File: src/rtl/dmi_jtag_host.sv
// dmi_jtag_host: JTAG initiator that turns DMI read/write requests into DTM IR/DR scans.
// Ports: clk_i/rst_i system clock and synchronous active-high reset;
//   req_valid_i/req_ready_o/req_addr_i/req_data_i/req_op_i DMI request handshake;
//   resp_valid_o/resp_ready_i/resp_data_o/resp_op_o DMI response handshake;
//   tck_o/tms_o/tdi_o/tdo_i/trst_no JTAG pins towards the DTM TAP.
// Build option: define DMI_HOST_IR_CACHE_EN to skip the IR scan once DMIACCESS is loaded.
module dmi_jtag_host #(
    parameter int                AbitsW     = 7,
    parameter int                ClkDiv     = 2,
    parameter int                IrLen      = 5,
    parameter logic [IrLen-1:0]  IrDmi      = 5'h11,
    parameter int                MaxRetries = 8,
    parameter int                IdleCycles = 4
) (
    input  logic              clk_i,
    input  logic              rst_i,
    input  logic              req_valid_i,
    output logic              req_ready_o,
    input  logic [AbitsW-1:0] req_addr_i,
    input  logic [31:0]       req_data_i,
    input  logic [1:0]        req_op_i,
    output logic              resp_valid_o,
    input  logic              resp_ready_i,
    output logic [31:0]       resp_data_o,
    output logic [1:0]        resp_op_o,
    output logic              tck_o,
    output logic              tms_o,
    output logic              tdi_o,
    input  logic              tdo_i,
    output logic              trst_no
);
    localparam int DrLen  = AbitsW + 34;
    localparam int IrLast = IrLen + 5;
    localparam int DrLast = DrLen + 4 + IdleCycles;
    localparam int CntW   = $clog2((DrLast > IrLast ? DrLast : IrLast) + 1);
    localparam int DivW   = $clog2(ClkDiv + 1);
    localparam int RetW   = $clog2(MaxRetries + 1);
`ifdef DMI_HOST_IR_CACHE_EN
    localparam bit CacheEn = 1'b1;
`else
    localparam bit CacheEn = 1'b0;
`endif

    typedef enum logic [2:0] {TAP_RST, IDLE, IR_SCAN, DR_REQ, DR_POLL, RESP} state_t;

    state_t            state;
    logic [CntW-1:0]   cnt;
    logic [DivW-1:0]   div;
    logic [RetW-1:0]   retries;
    logic [DrLen-1:0]  sr;
    logic [AbitsW-1:0] addr;
    logic [31:0]       data;
    logic [1:0]        op;
    logic              ir_valid;
    logic              run, last, shift_cur, shift_nxt, tms_nxt;

    // Each scan is a list of TCK steps; step 0 always leaves Run-Test/Idle with TMS=1.
    function automatic logic tms_at(state_t s, int c);
        return s == TAP_RST ? c < 6 :
               s == IR_SCAN ? (c < 2 || c == IrLen + 3 || c == IrLen + 4) :
                              (c == 0 || c == DrLen + 2 || c == DrLen + 3);
    endfunction

    function automatic logic shift_at(state_t s, int c);
        return s == IR_SCAN ? (c >= 4 && c < IrLen + 4) :
               (s == DR_REQ || s == DR_POLL) && c >= 3 && c < DrLen + 3;
    endfunction

    always_comb begin
        run       = state inside {TAP_RST, IR_SCAN, DR_REQ, DR_POLL};
        last      = int'(cnt) == (state == TAP_RST ? 6 : state == IR_SCAN ? IrLast : DrLast);
        shift_cur = shift_at(state, int'(cnt));
        shift_nxt = shift_at(state, int'(cnt) + 1);
        tms_nxt   = tms_at(state, int'(cnt) + 1);
    end

    always_ff @(posedge clk_i) begin
        if (rst_i) begin
            state        <= TAP_RST;
            cnt          <= '0;
            div          <= '0;
            retries      <= '0;
            sr           <= '0;
            addr         <= '0;
            data         <= '0;
            op           <= '0;
            ir_valid     <= 1'b0;
            tck_o        <= 1'b0;
            tms_o        <= 1'b1;
            tdi_o        <= 1'b0;
            trst_no      <= 1'b0;
            req_ready_o  <= 1'b0;
            resp_valid_o <= 1'b0;
            resp_data_o  <= '0;
            resp_op_o    <= '0;
        end else if (!run) begin
            div   <= '0;
            tck_o <= 1'b0;
            if (state == IDLE && req_valid_i && req_ready_o) begin
                req_ready_o <= 1'b0;
                addr        <= req_addr_i;
                data        <= req_data_i;
                op          <= req_op_i;
                retries     <= '0;
                if (req_op_i == 2'd0 || req_op_i == 2'd3) begin
                    state        <= RESP;
                    resp_valid_o <= 1'b1;
                    resp_op_o    <= 2'd2;
                    resp_data_o  <= '0;
                end else if (CacheEn && ir_valid) begin
                    state <= DR_REQ;
                    tms_o <= 1'b1;
                    sr    <= {req_addr_i, req_data_i, req_op_i};
                end else begin
                    state <= IR_SCAN;
                    tms_o <= 1'b1;
                    sr    <= {{(DrLen - IrLen){1'b0}}, IrDmi};
                end
            end else if (state == RESP && resp_ready_i) begin
                state        <= IDLE;
                resp_valid_o <= 1'b0;
                req_ready_o  <= 1'b1;
            end
        end else if (int'(div) != ClkDiv - 1) begin
            div <= div + 1'b1;
        end else begin
            div   <= '0;
            tck_o <= ~tck_o;
            if (!tck_o) begin
                // Rising TCK: capture TDO; the shift register doubles as TX source and RX sink.
                if (shift_cur)
                    sr <= {tdo_i, sr[DrLen-1:1]};
            end else if (!last) begin
                cnt     <= cnt + 1'b1;
                tms_o   <= tms_nxt;
                tdi_o   <= shift_nxt & sr[0];
                trst_no <= 1'b1;
            end else begin
                cnt     <= '0;
                tdi_o   <= 1'b0;
                trst_no <= 1'b1;
                case (state)
                    TAP_RST: begin
                        state       <= IDLE;
                        req_ready_o <= 1'b1;
                    end
                    IR_SCAN: begin
                        state    <= DR_REQ;
                        ir_valid <= 1'b1;
                        tms_o    <= 1'b1;
                        sr       <= {addr, data, op};
                    end
                    DR_REQ: begin
                        state <= DR_POLL;
                        tms_o <= 1'b1;
                        sr    <= {addr, 32'h0, 2'b00};
                    end
                    DR_POLL: begin
                        if (sr[1:0] == 2'd3 && int'(retries) + 1 < MaxRetries) begin
                            retries <= retries + 1'b1;
                            tms_o   <= 1'b1;
                            sr      <= {addr, 32'h0, 2'b00};
                        end else begin
                            state        <= RESP;
                            resp_valid_o <= 1'b1;
                            resp_op_o    <= sr[1:0] == 2'd0 ? 2'd0 : sr[1:0] == 2'd3 ? 2'd3 : 2'd2;
                            resp_data_o  <= (sr[1:0] == 2'd0 && op == 2'd1) ? sr[33:2] : 32'h0;
                        end
                    end
                    default: ;
                endcase
            end
        end
    end
endmodule

File: config.mk
export PLATFORM = sky130hd
export DESIGN_NAME = dmi_jtag_host
export DESIGN_NICKNAME = d
export VERILOG_FILES = /design/src/rtl/dmi_jtag_host.sv
export SDC_FILE = /design/constraint.sdc
export NUM_CORES = 1
export LEC_CHECK = 0
export BUFFER_PORTS_ARGS = -buffer_cell sky130_fd_sc_hd__buf_2
export CORE_MARGIN = 10
export CORE_UTILIZATION = 35
export CTS_BUF_LIST = sky130_fd_sc_hd__clkbuf_4 sky130_fd_sc_hd__clkbuf_8 sky130_fd_sc_hd__clkbuf_16
export CTS_CLUSTER_SIZE = 28
export DETAILED_ROUTE_END_ITERATION = 7
export PLACE_DENSITY = 0.55
export SYNTH_ARGS = -nofsm -noshare
export SYNTH_HDL_FRONTEND = slang
export SYNTH_SLANG_ARGS = --single-unit
File: constraint.sdc
create_clock -name clk_i -period 5.5 [get_ports clk_i]
set_input_delay 1.1 -clock clk_i [delete_from_list [all_inputs] [get_ports clk_i]]
set_output_delay 1.1 -clock clk_i [all_outputs]
set_load 0.02 [all_outputs]
# After elaboration in Yosys (flattened, before gate mapping)
# Index checks and enable logic that the tools add are counted.
# Widths: inputs -> output; s select.
[word_totals]
ff_bits = 137
latch_bits = 0
ram_bits = 0
rom_bits = 0
inputBits = 46
out_inout_bits = 40
word_cells = 180
memories = 0
[classes]
addsub = 5
n_mul = 0
n_div = 0
magnitude_cmp = 11
eq_ne = 31
shift = 0
muxes = 76
n_bitwise = 4
n_reduce_logical = 37
[ops]
columns = ["operator", "count"]
rows = [
  ["$mux 41", 8],
  ["$mux 32", 9],
  ["$pmux 41 s3", 1],
  ["$ge 32x3->1 const B", 1],
  ["$ge 32x4->1 const B", 1],
  ["$logic_not 32->1", 1],
  ["$lt 32x5->1 const B", 1],
  ["$lt 32x7->1 const B", 1],
  ["$mux 1", 29],
  ["$mux 4", 7],
  ["$mux 3", 8],
  ["$reduce_and 7->1", 3],
  ["$mux 2", 9],
  ["$mux 6", 3],
  ["$reduce_and 6->1", 3],
  ["$eq 7x4->1 const B", 2],
  ["$eq 7x6->1 const B", 2],
  ["$ne 4x3->1 const B", 3],
  ["$pmux 3 s4", 1],
  ["$logic_and 1x1->1", 11],
  ["$ne 2x2->1 const B", 5],
  ["$ne 3x2->1 const B", 3],
  ["$ne 2x1->1 const B", 4],
  ["$add 6x1->7 const B", 1],
  ["34 further kinds", 47],
]

# Longest topological paths before layout
# Gate-level depths: netlist of run 1.
[depth]
depth_word = 10
mapped_depth = 11
ltp_nobuf = 8

# Worst setup path before layout of run 1
# No wires, ideal clock.
[synth_path]
path_type = "input port to flip-flop"
start = "input port req_op_i[1]"
end = "register sr[24]"
setup_time_ns = 0.132
arrival_ns = 2.725
required_ns = 5.368
slack_ns = 2.643
path_stages = 9
n_path_buf = 3
path_cell_list = "xor2_1 -> or4b_1 -> buf_2 -> a32oi_4 -> nand3_2 -> buf_2 -> buf_6 -> a221oi_2 -> nor3_1"
[synth_between]
elab_chain_cells = 4
word_cells_on_any_way = 5
cone_classes = "2 x eq/ne; 3 x reduce/logical"
[synth_lines]
columns = ["element", "line_no", "rtl"]
rows = [
  ["from (decl)", "21", "input logic [1:0] req_op_i,"],
  ["$eq 2x2->1 / $logic_not 2->1 (equally long branches)", "105", "if (req_op_i == 2'd0 || req_op_i == 2'd3) begin"],
  ["$logic_or 1x1->1 (*)", "105", ""],
  ["$ne 2x2->1 (no source line) (*)", "--", ""],
  ["$reduce_and 7->1 (no source line) (*)", "--", ""],
  ["to (signal assigned)", "113", "sr <= {req_addr_i, req_data_i, req_op_i};"],
  ["to (signal assigned)", "117", "sr <= {{(DrLen - IrLen){1'b0}}, IrDmi};"],
  ["to (signal assigned)", "132", "sr <= {tdo_i, sr[DrLen-1:1]};"],
  ["to (decl)", "50", "logic [DrLen-1:0] sr;"],
]
# Mark *: on every way between the ends. The rest lies on a longest branch, timed or not.
# A chain may end at the register's enable or synchronous reset.

# Final worst setup path of run 1
[layout_path]
start = "register state[1]"
end = "register sr[33]"
[layout_between]
elab_chain_cells = 7
word_cells_on_any_way = 28
cone_classes = "11 x eq/ne; 8 x mux; 9 x reduce/logical"
[layout_lines]
columns = ["element", "line_no", "rtl"]
rows = [
  ["from (decl)", "46", "state_t state;"],
  ["from (signal assigned)", "79", "state <= TAP_RST;"],
  ["from (signal assigned)", "106", "state <= RESP;"],
  ["from (signal assigned)", "111", "state <= DR_REQ;"],
  ["parallel branches: the longest is 7 deep, another holds $reduce_and 7->1", "--", ""],
]
# Several ways; the timed one is not identified. The select of a mux whose other input is x is not followed.

==> impl_metrics.env, run 1 <==
export IMPL_p_leak_nw=2.67
export IMPL_finalNonFillerCells=1051
export IMPL_route_layer_met1_wl_um=8730
export IMPL_viasPerCell=5.41
export IMPL_fin_area_um2=7520
export IMPL_place_congestion=0.804
export IMPL_rsz0062_at_grt="no"
export IMPL_grt_pass1_vias=5356
export IMPL_setup_violations=0
export IMPL_clk_latency_ns=0.43
export IMPL_syn_avg_cell_area_um2=8.34
export IMPL_path_class="flip-flop to flip-flop"
export IMPL_period_share_pct=64.1
export IMPL_crit_start="state[1]$_SDFFE_PP0P_"
export IMPL_drt_initial_drc_count=542
export IMPL_rows=49
export IMPL_routed_wl_um=17700
export IMPL_synth_edf_count=0
export IMPL_routed_top_layer="met4"
export IMPL_core_area_um2=18000
export IMPL_max_stage_delay_ns=0.78
export IMPL_grt_usage_pct=14.3
export IMPL_synth_distinct_cells=63
export IMPL_ys_flop_type="dfxtp_1"
export IMPL_n_fill_cell=1830
export IMPL_clock_path_buffers=2
export IMPL_cp_data_required_time_ns=5.84
export IMPL_path_common_cell="buf_4"
export IMPL_diodes=0
export IMPL_syn_area_um2=6400
export IMPL_timing_rr_start="state[1]$_SDFFE_PP0P_"
export IMPL_cp_buffers_inverters=2
export IMPL_arrival_ns=3.87
export IMPL_cp_max_fo=43
export IMPL_fin_worst_skew_ns=0.00984
export IMPL_drv_cap=0
export IMPL_powerDensity_nw_per_um2=319
export IMPL_path_delay_family="simple AND/OR/NAND/NOR gates"
export IMPL_via_count=5682
export IMPL_grt_ovfl_total=0
export IMPL_multi_input_area_um2=3340
export IMPL_dieWidth_um=155
export IMPL_crit_path_cell_trace="mux2_2, nor2_4, a32oi_4, buf_4, nand3_2, buf_4, a221oi_1, nor3_1"
export IMPL_antenna_found_initial=0
export IMPL_vdd_drop_max_v=0.000306
export IMPL_htree_levels=4
export IMPL_start_util_pct=35.6
export IMPL_root_buffer="clkbuf_16"
export IMPL_hpwlAfterDp_um=11400
export IMPL_cts_tree="yes"
export IMPL_slew_viol_final=0
export IMPL_drive_gt1_share_pct=19.1
export IMPL_synth_seq_cells=137
export IMPL_syn_nets=820
export IMPL_drcViolationCount=0
export IMPL_netlist_instances=767
export IMPL_min_delay_path_depth=1
export IMPL_status="finished clean"
export IMPL_fmax_mhz=284
export IMPL_worstHoldPathType="flip-flop to flip-flop"
export IMPL_hold_start="div[0]$_SDFF_PP0_"
export IMPL_first_pass_iters=6
export IMPL_ys_warnings_count=0
export IMPL_grt_pass1_wl_um=28600
export IMPL_die_area_um2=24100
export IMPL_routed_wl_met2_um=7990
export IMPL_postRouteAntennaNets=0
export IMPL_r2r_slack_ns=1.97
export IMPL_max_slew_margin_pct=32.8
export IMPL_end_kind="flip-flop"
export IMPL_min_to="div[0]$_SDFF_PP0_"
export IMPL_route_met3_wl_um=728
export IMPL_ioPinCount=86
export IMPL_tns_ns=0
export IMPL_fin_crit_ns=3.53
export IMPL_place_area_um2=6930
export IMPL_critPathLaunchType="flip-flop"
export IMPL_r2r_end="sr[33]$_SDFFE_PP0P_"
export IMPL_io_buffer_count=85
export IMPL_ys_seq_area_share_pct=42.9
export IMPL_fin_nets=862
export IMPL_place_inst=1019
export IMPL_whs_ns=0.431
export IMPL_post_cts_buffers=0
export IMPL_clkTransAtPathRegs_ns=0.06
export IMPL_routedWlPerCell_um=16.8
export IMPL_async_flop_share_pct=0
export IMPL_ctsResizeCount=0
export IMPL_area_growth_pct=17.6
export IMPL_cts_made_buffers=17
export IMPL_r2r_cells=8
export IMPL_cts_num_sinks=137
export IMPL_hold_viol=0
export IMPL_hold_buffers=0
export IMPL_slowest_stage="nor2_4"
export IMPL_regArea_um2=2740
export IMPL_die_h_um=155
export IMPL_worstMarginPinSlew_ns=1.01
export IMPL_grt_max_degree=72
layout make-up:
class                   count  share of cell area, %
repair buffers             99                   7.09
flip-flops and latches    137                   36.5
well taps                 229                   3.81
clock inverters            14                   2.13
clock buffers              18                   5.76
multi-input cells         547                   44.4
inverters                   7                  0.349
flip-flops by register name, indices dropped and copies added (netlist names), 3 cells and up:
name / flops
state: 3
sr: 41
addr: 7
cnt: 6
resp_data_o: 32
retries: 4
data: 32
power breakdown:
| group | total [mW] | leakage, nW | switching [mW] | internal, mW |
|---|---|---|---|---|
| clock | 1.15 | 0.278 | 0.464 | 0.681 |
| sequential | 1.05 | 1.11 | 0.0319 | 1.01 |
| combinational | 0.209 | 1.29 | 0.138 | 0.0710 |
| total | 2.40 | 2.67 | 0.634 | 1.77 |
cells in the mapped netlist (all sizes together) (3+ instances only):
master	n	area, um2
mux2	3	33.8
a221oi	33	358
clkbuf	59	221
xnor2	3	26.3
buf	17	106
nor3	49	245
a21oi	63	315
nand3	45	230
nand4	3	18.8
nand2	99	372
a31oi	38	238
a21boi	3	22.5
nor2	22	82.6
nand2b	44	283
nand3b	12	90.1
nor4	4	25.0
nand4b	4	35.0
o31ai	9	82.6
ha	7	87.6
mux2i	12	120
o211ai	4	30.0
inv	7	26.3
nor2b	3	18.8
and2	3	18.8
dfxtp	137	2740
o21ai	48	240
per-layer routing:
layer	vias to the layer above	GRT usage (%)
met2	131	21.7
met1	2645	19.4
met4	0	4.90
li1	2889	-
met5	-	0
met3	17	3.20
how the worst max path moves through the flow:
stage / slack (ns) / cells after the start / end
final: 1.97 / 8 / sr[33]$_SDFFE_PP0P_
after global routing: 1.75 / 8 / sr[19]$_SDFFE_PP0P_
after CTS: 2.01 / 8 / sr[8]$_SDFFE_PP0P_
after detailed placement: 1.84 / 9 / sr[3]$_SDFFE_PP0P_
after global placement: 1.91 / 9 / sr[33]$_SDFFE_PP0P_
after floorplan: 2.64 / 9 / sr[24]$_SDFFE_PP0P_
metrics by stage:
stage	setup WS (ns)	power (mW)	utilization, %
after floorplan	2.64	1.21	-
after global placement	1.91	1.28	38.6
after detailed placement	1.84	1.28	38.6
after CTS	2.01	2.42	41.9
after global routing	1.75	2.49	41.9
final	1.97	2.40	41.9
cell usage in the layout (no fill, tap or decap), drive strengths merged, types with 2 or more instances in the layout:
| master | n |
|---|---|
| dfxtp | 137 |
| a21oi | 63 |
| a21boi | 3 |
| o21ai | 48 |
| nand4b | 4 |
| a21o | 2 |
| o22ai | 2 |
| buf | 99 |
| nor4 | 4 |
| or2 | 2 |
| clkbuf | 18 |
| nand4 | 3 |
| o31ai | 9 |
| nand3 | 45 |
| o211ai | 4 |
| xnor2 | 3 |
| a31oi | 38 |
| nand2 | 99 |
| nor2 | 22 |
| mux2i | 12 |
| nand2b | 44 |
| xor2 | 2 |
| a311oi | 2 |
| nor2b | 3 |
| nor3 | 49 |
| bufinv | 2 |
| nor4b | 2 |
| and2 | 3 |
| nor3b | 2 |
| inv | 13 |
| clkinvlp | 4 |
| a32oi | 2 |
| and3b | 2 |
| a221oi | 33 |
| mux2 | 3 |
| nand3b | 12 |
| ha | 7 |
| a2111oi | 2 |
| clkinv | 2 |
cell families (layout without fill, tap and decap cells):
group                    Yosys count  count (layout)  synth area share, %
AND/OR/NAND/NOR                  299             299                 23.5
XOR/XNOR                           5               5                0.685
AO/OA/AOI/OAI                    221             221                 23.6
adder cells (fa/ha/maj)            7               7                 1.37
buffers and inverters             83             138                 5.54
flip-flops                       137             137                 42.9
multiplexers                      15              15                 2.41
Power figures use the tool's default switching activity.
==> run 2, diff against run 1 <==
ABC_AREA = 1   (was not set)
PLACE_DENSITY = 0.57   (was 0.55)
clock period = 3.11 ns   (was 5.5 ns; I/O delays follow)
==> run 2 against run 1 <==
Effect of this change: register-to-register slack worse by 1.2 ns; non-clock buffer count down 2; via count up 9.5%; final area up 3.5%; final cell count up 22%; first-iteration DRC count down 14%; critical path depth up 2; flip-flop and latch count unchanged; die area up 2.6%; clock skew up 0.0034 ns; clock-buffer cell count up 7; critical path type unchanged; highest routed layer unchanged.
==> impl_metrics.env, run 2 <==
export IMPL_ctsResizeCount=0
export IMPL_fmax_mhz=432
export IMPL_timing_rr_start="state[2]$_SDFFE_PP0P_"
export IMPL_routedWlPerCell_um=14.4
export IMPL_routed_wl_um=18400
export IMPL_clk_latency_ns=0.43
export IMPL_n_fill_cell=1978
export IMPL_grt_ovfl_total=0
export IMPL_area_growth_pct=18.1
export IMPL_largest_reg_flops=41
export IMPL_cp_max_fo=30
export IMPL_worstMarginPinSlew_ns=0.699
export IMPL_fin_nets=1085
export IMPL_arrival_ns=2.63
export IMPL_place_congestion=0.863
export IMPL_clkTransAtPathRegs_ns=0.06
export IMPL_async_flop_share_pct=0
export IMPL_finalNonFillerCells=1279
export IMPL_r2r_cells=10
export IMPL_powerDensity_nw_per_um2=568
export IMPL_fin_worst_skew_ns=0.0132
export IMPL_place_inst=1247
export IMPL_synth_seq_cells=137
export IMPL_hpwlAfterDp_um=12300
export IMPL_cts_made_buffers=17
export IMPL_period_share_pct=74.5
export IMPL_drv_cap=0
export IMPL_cp_data_required_time_ns=3.43
export IMPL_min_to="addr[4]$_SDFFE_PP0P_"
export IMPL_dieWidth_um=157
export IMPL_syn_avg_cell_area_um2=6.79
export IMPL_io_buffer_count=85
export IMPL_fin_crit_ns=2.32
export IMPL_syn_nets=1023
export IMPL_worstHoldPathType="primary input to flip-flop"
export IMPL_r2r_slack_ns=0.79
export IMPL_whs_ns=0.442
export IMPL_p_leak_nw=3.08
export IMPL_cts_tree="yes"
export IMPL_syn_area_um2=6590
export IMPL_slew_viol_final=0
export IMPL_finalPower_mw=4.42
export IMPL_antenna_found_initial=0
export IMPL_path_class="flip-flop to flip-flop"
export IMPL_cts_num_sinks=137
export IMPL_max_slew_margin_pct=53.4
export IMPL_ys_warnings_count=0
export IMPL_tns_ns=0
export IMPL_layout_commonest_cell="nand2_1"
export IMPL_drt_initial_drc_count=465
export IMPL_r2r_end="sr[14]$_SDFFE_PP0P_"
export IMPL_min_delay_path_depth=3
export IMPL_hold_viol=0
export IMPL_diodes=0
export IMPL_viasPerCell=4.87
export IMPL_routed_top_layer="met4"
export IMPL_critPathLaunchType="flip-flop"
export IMPL_yosysTopAreaCellShare_pct=41.6
export IMPL_synth_area_top_cells="dfxtp_1 (42%), nand2_1 (11%), nor2_1 (8.9%), inv_1 (7.3%), a21oi_1 (6.3%)"
export IMPL_status="finished clean"
export IMPL_largestRegisters="sr (41), data (32), resp_data_o (32)"
export IMPL_netlist_instances=970
export IMPL_grt_pass1_wl_um=30200
export IMPL_synth_distinct_cells=37
export IMPL_synth_edf_count=0
export IMPL_ys_flop_type="dfxtp_1"
export IMPL_vdd_drop_max_v=0.000381
export IMPL_hold_buffers=0
export IMPL_core_area_um2=18600
export IMPL_end_kind="flip-flop"
export IMPL_synth_common_cells="nand2_1 (188), nor2_1 (157), dfxtp_1 (137)"
export IMPL_rows=50
export IMPL_ioPinCount=86
export IMPL_start_util_pct=35.4
export IMPL_top_register="sr"
export IMPL_synth_most_common_cell="nand2_1"
export IMPL_grt_max_degree=79
export IMPL_htree_levels=4
export IMPL_post_cts_buffers=0
export IMPL_grt_pass1_vias=6108
export IMPL_route_met3_wl_um=961
export IMPL_clock_path_buffers=2
export IMPL_grt_usage_pct=15.1
export IMPL_layout_common_cells="nand2_1 (188), nor2_1 (157), dfxtp_1 (137)"
export IMPL_die_h_um=157
export IMPL_via_count=6223
export IMPL_route_layer_met1_wl_um=8220
export IMPL_root_buffer="clkbuf_16"
export IMPL_hold_start="req_addr_i[4]"
export IMPL_setup_violations=0
export IMPL_synth_top_area_cell="dfxtp_1"
export IMPL_drcViolationCount=0
export IMPL_rsz0062_at_grt="no"
export IMPL_routed_wl_met2_um=9000
export IMPL_drive_gt1_share_pct=14.9
export IMPL_die_area_um2=24700
export IMPL_ys_seq_area_share_pct=41.6
export IMPL_postRouteAntennaNets=0
export IMPL_first_pass_iters=5
-- run 2: changes by cell type after synthesis, sizes merged, moves of 12 or more --
cell	delta
clkbuf	-30
mux2i	-12
a21oi	+21
nand3	+22
nand2	+98
nand4	+12
o22ai	+29
inv	+127
a221oi	-33
a31oi	-38
nor2	+143
nor3	-43
nand2b	-44
-- run 2: worst max-delay path, stage by stage (launching register included) --
cell,delay (ns)
dfxtp_1,0.40
inv_2,0.10
nand3_1,0.18
inv_2,0.12
nor2_2,0.23
o211ai_1,0.26
a21oi_4,0.42
buf_12,0.25
nand3_1,0.11
nand2_1,0.07
nor2_1,0.04
-- run 2: worst max-delay path by stage --
stage                            endpoint  cells past startpoint             startpoint  slack [ns]
global placement    state[2]$_SDFFE_PP0P_                      9            req_valid_i        0.75
finish                sr[14]$_SDFFE_PP0P_                     10  state[2]$_SDFFE_PP0P_        0.79
global route          sr[31]$_SDFFE_PP0P_                     11  state[1]$_SDFFE_PP0P_        0.55
CTS                   sr[14]$_SDFFE_PP0P_                     11  state[1]$_SDFFE_PP0P_        0.79
floorplan             sr[32]$_SDFFE_PP0P_                     10            req_valid_i        1.33
detailed placement    sr[13]$_SDFFE_PP0P_                     11            req_valid_i        0.75
-- run 2: per-layer routing --
metal | global-route usage [%] | vias to the layer above
met5 | 0 | -
met4 | 4.45 | 0
met3 | 4.01 | 21
met2 | 25.9 | 125
met1 | 18.0 | 2855
li1 | - | 3222
-- run 2: stage by stage --
stage	worst slack [ns]	instance area, um2	util (%)
floorplan	1.33	6590	-
global placement	0.751	7160	38.5
detailed placement	0.746	7160	38.5
CTS	0.792	7780	41.9
global route	0.546	7780	41.9
finish	0.793	7780	41.9
-- run 2: final cells by class --
class / instances / area (um2) / share of cell area [%]
clock buffers: 25 / 510 / 6.56
clock inverters: 7 / 114 / 1.46
inverters: 135 / 509 / 6.54
multi-input cells: 644 / 3060 / 39.3
flip-flops and latches: 137 / 2740 / 35.2
well taps: 234 / 293 / 3.76
repair buffers: 97 / 553 / 7.11
-- run 2: report_power, final --
group,total (mW),switching [mW],internal [mW]
sequential,1.83,0.0283,1.80
clock,2.13,0.749,1.38
combinational,0.458,0.303,0.156
-- run 2: cell families (layout without fill, tap and decap cells) --
kind of cell,Yosys count,count (layout),share of synthesized area [%]
AOI/OAI and AO/OA,181,181,14.9
xor gates and xnor gates,3,3,0.399
DFF,137,137,41.6
and+or+nand+nor,453,453,29.7
adders and majority gates,7,7,1.33
buffers and inverters,189,264,12.0
